[src/rtl/masked_gf16_mul_pipe_if.sv]
// Operand, randomness and result channels of the masked GF(2^4) multiplier.
// A master drives operands and randomness and consumes results; the slave is the multiplier.
interface masked_gf16_mul_pipe_if #(
  parameter int unsigned SHARES = 2
) ();
  localparam int unsigned NRND = SHARES * (SHARES - 1) / 2;

  logic                  in_valid;
  logic                  in_ready;
  logic [4*SHARES-1:0]   in_x;
  logic [4*SHARES-1:0]   in_y;
  logic                  rnd_valid;
  logic                  rnd_ready;
  logic [4*NRND-1:0]     rnd;
  logic                  out_valid;
  logic                  out_ready;
  logic [4*SHARES-1:0]   out_z;

  modport master (
    output in_valid, in_x, in_y, rnd_valid, rnd, out_ready,
    input  in_ready, rnd_ready, out_valid, out_z
  );

  modport slave (
    input  in_valid, in_x, in_y, rnd_valid, rnd, out_ready,
    output in_ready, rnd_ready, out_valid, out_z
  );
endinterface

[src/rtl/masked_gf16_mul_pipe.sv]
// d+1-share masked GF(2^4) multiplier (x^4+x+1), DOM-indep style, with a two-stage
// elastic pipeline: refreshed cross products registered in stage 1, compressed in stage 2.
module masked_gf16_mul_pipe #(
  parameter int unsigned SHARES = 2
) (
  input  logic                   clk,
  input  logic                   rst,
  masked_gf16_mul_pipe_if.slave  bus
);
  localparam int unsigned NRND = SHARES * (SHARES - 1) / 2;
  localparam int unsigned TW   = 4 * SHARES * SHARES;
  localparam int unsigned ZW   = 4 * SHARES;

  if (SHARES < 2 || SHARES > 4 || $bits(bus.in_x) != ZW || $bits(bus.rnd) != 4 * NRND)
  begin : g_bad_config
    $error("masked_gf16_mul_pipe: SHARES must be 2..4 and match the interface");
  end

  function automatic logic [3:0] gf_mul(input logic [3:0] a, input logic [3:0] b);
    logic [3:0] p;
    logic [3:0] s;
    p = '0;
    s = a;
    for (int unsigned n = 0; n < 4; n++) begin
      if (b[n]) p = p ^ s;
      s = {s[2:0], 1'b0} ^ (s[3] ? 4'h3 : 4'h0);
    end
    return p;
  endfunction

  // Lexicographic index of pair (a,b), a<b: (0,1),(0,2),...,(1,2),...
  function automatic int unsigned pair_idx(input int unsigned a, input int unsigned b);
    return a * SHARES - (a * (a + 1)) / 2 + (b - a - 1);
  endfunction

  logic          s1_valid;
  logic          out_valid_q;
  logic [TW-1:0] t_q;
  logic [TW-1:0] t_d;
  logic [ZW-1:0] z_q;
  logic [ZW-1:0] z_d;
  logic          en1;
  logic          en2;
  logic          fire;

  assign en2           = ~out_valid_q | bus.out_ready;
  assign en1           = ~s1_valid | en2;
  assign bus.in_ready  = bus.rnd_valid & en1 & ~rst;
  assign fire          = bus.in_valid & bus.in_ready;
  assign bus.rnd_ready = fire;
  assign bus.out_valid = out_valid_q;
  assign bus.out_z     = z_q;

  always_comb begin
    t_d = '0;
    for (int unsigned i = 0; i < SHARES; i++) begin
      for (int unsigned j = 0; j < SHARES; j++) begin
        t_d[4*(i*SHARES+j) +: 4] = gf_mul(bus.in_x[4*i +: 4], bus.in_y[4*j +: 4]);
        if (i < j)
          t_d[4*(i*SHARES+j) +: 4] = t_d[4*(i*SHARES+j) +: 4] ^ bus.rnd[4*pair_idx(i, j) +: 4];
        else if (i > j)
          t_d[4*(i*SHARES+j) +: 4] = t_d[4*(i*SHARES+j) +: 4] ^ bus.rnd[4*pair_idx(j, i) +: 4];
      end
    end
  end

  // Compression reads only the registered cross products.
  always_comb begin
    z_d = '0;
    for (int unsigned i = 0; i < SHARES; i++) begin
      for (int unsigned j = 0; j < SHARES; j++) begin
        z_d[4*i +: 4] = z_d[4*i +: 4] ^ t_q[4*(i*SHARES+j) +: 4];
      end
    end
  end

  always_ff @(posedge clk) begin
    if (rst) begin
      s1_valid    <= 1'b0;
      out_valid_q <= 1'b0;
      t_q         <= '0;
      z_q         <= '0;
    end else begin
      if (en1) s1_valid <= fire;
      if (fire & en1) t_q <= t_d;
      if (en2) out_valid_q <= s1_valid;
      if (s1_valid & en2) z_q <= z_d;
    end
  end
endmodule

[src/flat_wrapper.sv]
// flat-port wrapper written by rule: the top's interface ports become plain ports
module masked_gf16_mul_pipe_flat 
#(
  parameter int unsigned SHARES = 2
)
  (clk, rst, bus_in_valid, bus_in_x, bus_in_y, bus_rnd_valid, bus_rnd, bus_out_ready, bus_in_ready, bus_rnd_ready, bus_out_valid, bus_out_z);
  masked_gf16_mul_pipe_if #(.SHARES(SHARES)) bus_i ();
  input  logic clk;
  input  logic rst;
  input wire logic [$bits(bus_i.in_valid)-1:0] bus_in_valid;
  input wire logic [$bits(bus_i.in_x)-1:0] bus_in_x;
  input wire logic [$bits(bus_i.in_y)-1:0] bus_in_y;
  input wire logic [$bits(bus_i.rnd_valid)-1:0] bus_rnd_valid;
  input wire logic [$bits(bus_i.rnd)-1:0] bus_rnd;
  input wire logic [$bits(bus_i.out_ready)-1:0] bus_out_ready;
  output wire logic [$bits(bus_i.in_ready)-1:0] bus_in_ready;
  output wire logic [$bits(bus_i.rnd_ready)-1:0] bus_rnd_ready;
  output wire logic [$bits(bus_i.out_valid)-1:0] bus_out_valid;
  output wire logic [$bits(bus_i.out_z)-1:0] bus_out_z;
  assign bus_i.in_valid = bus_in_valid;
  assign bus_i.in_x = bus_in_x;
  assign bus_i.in_y = bus_in_y;
  assign bus_i.rnd_valid = bus_rnd_valid;
  assign bus_i.rnd = bus_rnd;
  assign bus_i.out_ready = bus_out_ready;
  assign bus_in_ready = bus_i.in_ready;
  assign bus_rnd_ready = bus_i.rnd_ready;
  assign bus_out_valid = bus_i.out_valid;
  assign bus_out_z = bus_i.out_z;
  masked_gf16_mul_pipe #(.SHARES(SHARES)) u_core (.clk(clk), .rst(rst), .bus(bus_i));
endmodule
[config.mk]
export PLATFORM = sky130hd
export DESIGN_NAME = masked_gf16_mul_pipe_flat
export DESIGN_NICKNAME = d
export VERILOG_FILES = /design/src/rtl/masked_gf16_mul_pipe_if.sv /design/src/rtl/masked_gf16_mul_pipe.sv /design/src/flat_wrapper.sv
export SDC_FILE = /design/constraint.sdc
export NUM_CORES = 1
export LEC_CHECK = 0
export ABC_AREA = 1
export BUFFER_PORTS_ARGS = -buffer_cell sky130_fd_sc_hd__buf_2
export CORE_ASPECT_RATIO = 1.2
export CORE_UTILIZATION = 50
export DETAILED_ROUTE_END_ITERATION = 12
export HOLD_SLACK_MARGIN = 0.15
export PLACE_DENSITY = 0.8
export SYNTH_ARGS = -nofsm -noshare
export SYNTH_HDL_FRONTEND = slang
export SYNTH_SLANG_ARGS = --single-unit
[constraint.sdc]
create_clock -name clk -period 1 [get_ports clk]
set_input_delay 0.1 -clock clk [delete_from_list [all_inputs] [get_ports clk]]
set_output_delay 0.1 -clock clk [all_outputs]
set_load 0.01 [all_outputs]
==> results.md, run 1 <==
* Area of the multi-input gates at 1410 um^2
* Largest net degree at the start of global routing at 25
* Routed len/inst at 10.4 um
* Pwr dens at ~1100 nW/um^2
* Drc violations at 0
* Vias at 2148
* Worst slew pin tran at approximately 0.36 ns
* Number of global-route vias before repair at 1848
* Clk buf depth at 2
* Min cycle time layout at roughly 1.3 ns
* Rows at 25
* Global-route wire length before repair at 7830 um
* Seq. cell area at 523 um^2
* Worst hold slack at 0.155 ns
* Setup violations, final at 25
* Initial core utilization at 53.5%
* Total power at approximately 2.8 mW
* Worst setup margin at -0.333 ns
* Most common cell on crit path: inv_2
* Max-slew headroom at 75.9%
* Commonest non-fill, non-tap cell in the layout: nand2_1
* Clock Power Share at 23.2%
* Root buffer cell: clkbuf_8
* Sequential element share of the synthesized area at 24.1%
* Layout Skew at 0.00532 ns
* Vias per Instance at ~4.7
* Clock network latency to the later pin of the worst-skew pair at 0.27 ns
* Synth-to-layout area growth at 23.7%
* LEAKAGE at between 1 and 1.5 nW
* # diodes at 0
* CORE AREA at 4040 um^2
* Placer Congestion at 0.867
* Max-slew violations at 0
* Logic pwr share at 36.0%
* Final hold violation count at 0
* Pint at 1.92 mW
* CTS clk-pin slew, worst paths at 0.08 ns
* Failing checks: setup timing
* Initial antenna violation count at 0
* CP Data Arrival Time at 1.23 ns
* Sequential power share at 40.9%
* Worst path cell trace: inv_1, nor2_2, inv_2, nand3_2, inv_2, nand2_4, buf_12, inv_8, buf_6
* Fmax at 0.750 GHz
* Max Fanout on Critical Path at 2
* CTS HTree Levels at 1
* NetSw at 0.927 mW
* Routed wire length at 4730 um
* Post-Syn Instances at 351
* Nets@finish at about 430
* Status: complete, but fails checks
* Die width at ~62 um
* Final worst-path cycle share at 133%
* Port Buffers at 35
* Syn nets at 376
* Worst setup path category: register to output port
* DIE HEIGHT at between 70 and 80 um
* Crit-path slowest cell: dfxtp_2
* Drt pass-1 iters at 4
* Detailed Place HPWL at 3630 um
* Critical path endpoint category: output port
* RSZ-0062 raised after global routing: yes
* Ys Warns at 0
* Avg Inst Size Synth at 6.15 um^2
* Initial DRC Count at 113
* Filler cell count at 358
* Hold WC Path Type: input pin to register
* Max incr delay on CP at 0.34 ns
* Die Area at roughly 4600 um^2
* Fraction of layout cells with a size suffix above 1 at 23.7%
* Routed Antenna Nets at 0
* Commonest cells after routing, fill and taps aside: nand2_1, inv_1, buf_2, xnor2_1
* CTS Buf Count at 3
* Setup TNS at -4.81 ns
* Sw Ratio at 32.6%
* Unique masters post-synth at 21
* Yosys reg bits at 26
* CTS tree: yes
* Clk sinks at 26
* CP Launch Type: register
* IR Drop Worst-Case VDD at 507 uV
* Critical Path RT at 0.90 ns
* Num ports at 36
* Netlist Area Pre-Place at 2160 um^2
* Overall Global Routing Usage at about 22%
* Remaining global-route overflow at 0
* Total of max-cap violations at 0
[state kept, by name, indices dropped and copies added (netlist names)]
signal,cells
u_core.s1_valid,1
u_core.t_q,16
u_core.bus.out_valid,1
u_core.bus.out_z,8
[synthesized netlist by cell type]
cell / instances / area share (%)
nand3_1: 26 / 6.0
or2_1: 2 / 0.58
o21ai_1: 2 / 0.46
inv_2: 5 / 0.87
clkbuf_1: 2 / 0.35
inv_1: 46 / 8.0
dfxtp_1: 26 / 24
mux2i_1: 5 / 2.3
nand4_1: 3 / 0.87
xor2_1: 20 / 8.1
o21ai_0: 10 / 2.3
nand2_4: 1 / 0.52
nand2_2: 6 / 1.7
xnor2_2: 2 / 1.5
nor2_1: 12 / 2.1
buf_2: 11 / 2.6
a21oi_1: 11 / 2.6
nand2_1: 129 / 22
buf_6: 1 / 0.52
xnor2_1: 26 / 11
nor2_2: 5 / 1.5
[critical path, delay by kind of cell, from the launching register on]
kind | cells | cell delay [ns]
simple gates | 3 | 0.23
flops | 1 | 0.34
buf+inv | 6 | 0.40
[logic make-up (layout without fill, tap and decap cells)]
group | after synthesis | count (layout) | share of synthesized area, %
flip-flops | 26 | 26 | 24.1
AND/OR/NAND/NOR | 184 | 184 | 35.7
AO/OA/AOI/OAI | 23 | 23 | 5.34
multiplexers | 5 | 5 | 2.32
XOR/XNOR | 48 | 48 | 20.2
buffers and inverters | 65 | 115 | 12.3
[power by group through the flow]
stage / registers [mW] / logic, mW / clock network [mW]
5_1_grt: 1.17 / 1.15 / 0.725
6_report: 1.16 / 1.02 / 0.660
2_1_floorplan: 1.19 / 0.706 / 0
3_5_place_dp: 1.19 / 0.965 / 0
3_3_place_gp: 1.18 / 0.945 / 0
4_1_cts: 1.16 / 1.01 / 0.669
[final cells by class]
cell class	count	area share, %
clock buffers	4	2.06
inverters	51	7.55
multi-input cells	260	52.7
flip-flops and latches	26	19.6
well taps	54	2.53
repair buffers	60	15.5
[per-layer routing]
layer,global-route usage [%],part of all wire [%]
met1,26.7,43
met2,40.5,52
met3,0.522,2.2
met4,9.88,2.7
met5,0,0
[timing repair]
action | 4_1_cts | 5_1_grt
hold buffers | 1 | 0
cloned | 1 | 0
endpoints found under the hold margin | 2 | 0
buffers inserted | 4 | 1
gates resized for setup | 13 | 11
setup endpoints to repair | 26 | 27
pin swaps | 1 | 1
[through the flow]
step	util (%)	cells	area, um^2	setup WS [ns]
floorplan	-	351	2170	-0.156
global placement	61.6	444	2490	-0.135
detailed placement	61.6	444	2490	-0.202
CTS	65.4	454	2640	-0.332
global route	66.1	455	2670	-0.401
finish	66.1	455	2670	-0.333
[final timing paths]
check | end | cells past startpoint | slack (ns) | startpoint
worst max register to register | u_core.t_q[10] | 9 | -0.28 | u_core.s1_valid
worst min-delay path | u_core.t_q[8] | 5 | 0.15 | bus_rnd[0]
worst max-delay path | bus_rnd_ready | 9 | -0.33 | u_core.s1_valid
worst min register to register | u_core.t_q[0] | 2 | 0.48 | u_core.t_q[0]
Power figures use the tool's default switching activity.
==> run 2: changes to the inputs <==
ABC_AREA = not set   (was 1)
CORE_UTILIZATION = 51   (was 50)
CTS_CLUSTER_SIZE = 28   (was not set)
PLACE_DENSITY = 0.82   (was 0.8)
==> results.md, run 2 <==
* Detailed Place HPWL at 3610 um
* Routed Antenna Nets at 0
* Sequential power share at 36.5%
* Netlist Area Pre-Place at 2050 um^2
* Logic pwr share at a little under two fifths
* Worst setup margin at -0.268 ns
* Failing checks: setup timing
* # diodes at 0
* Drt pass-1 iters at 4
* Clock Power Share at 26.8%
* Unique masters post-synth at 37
* Commonest cells after routing, fill and taps aside: xnor2_1, nand2_1, buf_4, buf_2, dfxtp_1
* Syn nets at 282
* Die Area at 4280 um^2
* Rows at 24
* Fmax at just under 0.8 GHz
* CP Launch Type: register
* RSZ-0062 raised after global routing: yes
* Port Buffers at 35
* Sw Ratio at between 30% and 40%
* Crit-path slowest cell: dfxtp_2
* Status: complete, but fails checks
* NetSw at about 0.97 mW
* CTS Buf Count at 3
* Area leader, netlist: dfxtp_1
* Sequential element share of the synthesized area at 25.4%
* Max Fanout on Critical Path at 7
* Crit path max-delay family: flip-flops
* Min cycle time layout at 1.27 ns
* CTS clk-pin slew, worst paths at approximately 0.090 ns
* DIE HEIGHT at 71.5 um
* Yosys reg bits at 26
* Worst setup path category: register to output port
* Number of global-route vias before repair at 1944
* Post-Syn Instances at 257
* Final hold violation count at 0
* Most flops, register: u_core.t_q
* CORE AREA at 3750 um^2
* Ys Warns at 0
* CTS tree: yes
* Largest net degree at the start of global routing at 27
* Ys flop type: dfxtp_1
* Die width at 59.9 um
* Post-synth EDFFs at 0
* Total of max-cap violations at 0
* CP Data Arrival Time at 1.17 ns
* Avg Inst Size Synth at 7.98 um^2
* Initial antenna violation count at 0
* Initial core utilization at 54.7%
* Commonest non-fill, non-tap cell in the layout: xnor2_1
* Drc violations at 0
* LEAKAGE at 1.17 nW
* Worst path cell trace: nor2b_4, a21oi_4, nand2_8, clkinv_4, buf_6
* Routed wire length at 5140 um
* CTS HTree Levels at 1
* Filler cell count at 288
* Setup TNS at -4.92 ns
* Fin util at 75.7%
* Ranking of synthesized cells by area: dfxtp_1, xnor2_1, nand2_1
* Fraction of layout cells with a size suffix above 1 at 40.3%
* Placed Instances at 366
* Yosys top cell area share at 25.4%
* Pint at 2.25 mW
* Worst slew pin tran at 0.313 ns
* Top cells by count, synth: nand2_1, xnor2_1, dfxtp_1
* Initial DRC Count at 82
* Global-route wire length before repair at 8620 um
* Nets@finish at approximately 360
* Pwr dens at roughly 1100 nW/um^2
* Overall Global Routing Usage at 26.0%
* Critical path endpoint category: output port
* Layout Skew at ~0.0013 ns
* Setup violations, final at 27
* CP bufs+invs at 2
* Clk buf depth at 2
* Root buffer cell: clkbuf_8
* Ys async rst share at 0%
* Vias per Instance at between 5 and 6
* Placer Congestion at around 0.92
* Vias at 1983
* Routed len/inst at ~13 um
* Hold WC Path Type: input pin to register
* Max incr delay on CP at 0.32 ns
* Post-route insts no fill at 382
* Remaining global-route overflow at 0
* Critical Path RT at 0.90 ns
* Synth-to-layout area growth at 38.4%
* Num ports at 36
* Clk sinks at 26
* FF-to-FF setup slack at -0.22 ns
* Max-slew violations at 0
* Max reg flops at 16
* Max-slew headroom at 79.1%
* Clock network latency to the later pin of the worst-skew pair at 0.27 ns
* IR Drop Worst-Case VDD at 734 uV
* Final worst-path cycle share at 127%
-- run 2: per-stage QoR --
step                      total power, mW  setup WS, ns  hold WS, ns  cell area (um^2)
after global routing                 3.38        -0.313        0.231              2840
after global placement               2.22        -0.257        0.476              2560
after CTS                            3.17        -0.286        0.256              2760
after floorplan                      1.95        -0.173        0.275              2150
after detailed placement             2.26        -0.314        0.481              2560
final                                3.22        -0.268        0.222              2840
-- run 2: worst min-delay path, stage by stage --
cell,delay [ns]
buf_2,0.20
nand2_8,0.11
o21ai_2,0.05
-- run 2: worst paths after layout --
kind,cells after the start,to,from
worst min-delay path,3,u_core.t_q[8],bus_in_valid
worst max-delay path,5,bus_rnd_ready,u_core.bus.out_valid
worst max register to register,6,u_core.t_q[2],u_core.bus.out_valid
worst min register to register,2,u_core.bus.out_z[6],u_core.bus.out_z[6]
-- run 2: layout make-up --
type | instances | area [um^2] | share of cell area, %
clock buffer | 3 | 41.3 | 1.45
clock inverter | 1 | 30.0 | 1.06
inverter | 4 | 20.0 | 0.705
multi-input combinational | 209 | 1560 | 55.1
sequential | 26 | 523 | 18.4
tap | 52 | 65.1 | 2.29
timing repair buffer | 87 | 597 | 21.0
-- run 2: power groups by stage --
stage | Clock [mW] | Combinational, mW | Sequential [mW]
2_1_floorplan | 0 | 0.757 | 1.19
3_3_place_gp | 0 | 1.04 | 1.19
3_5_place_dp | 0 | 1.07 | 1.19
4_1_cts | 0.869 | 1.13 | 1.17
5_1_grt | 0.900 | 1.29 | 1.18
6_report | 0.864 | 1.18 | 1.17
-- run 2: what timing repair did --
item                                    in CTS  in global routing
endpoints found under the setup margin      27                 28
cloned                                       2                  2
buffers inserted                             8                  0
hold buffers                                 0                  0
pin swaps                                    3                 15
gates resized for setup                     14                 15
-- run 2: routing by layer --
layer | track usage (%) | vias to the layer above | wire length, um
met5 | 0 | - | 0
li1 | - | 1002 | -
met1 | 29.6 | 930 | 2110
met4 | 9.82 | 0 | 92
met2 | 48.9 | 43 | 2810
met3 | 1.44 | 8 | 124
-- run 2: logic make-up (layout without fill, tap and decap cells) --
group	after synthesis	after routing	synth area share (%)
buf+inv	25	95	6.71
simple gates	98	101	24.5
compound gates	41	41	13.3
mux	6	6	3.35
xor+xnor	61	61	26.8
flops	26	26	25.4
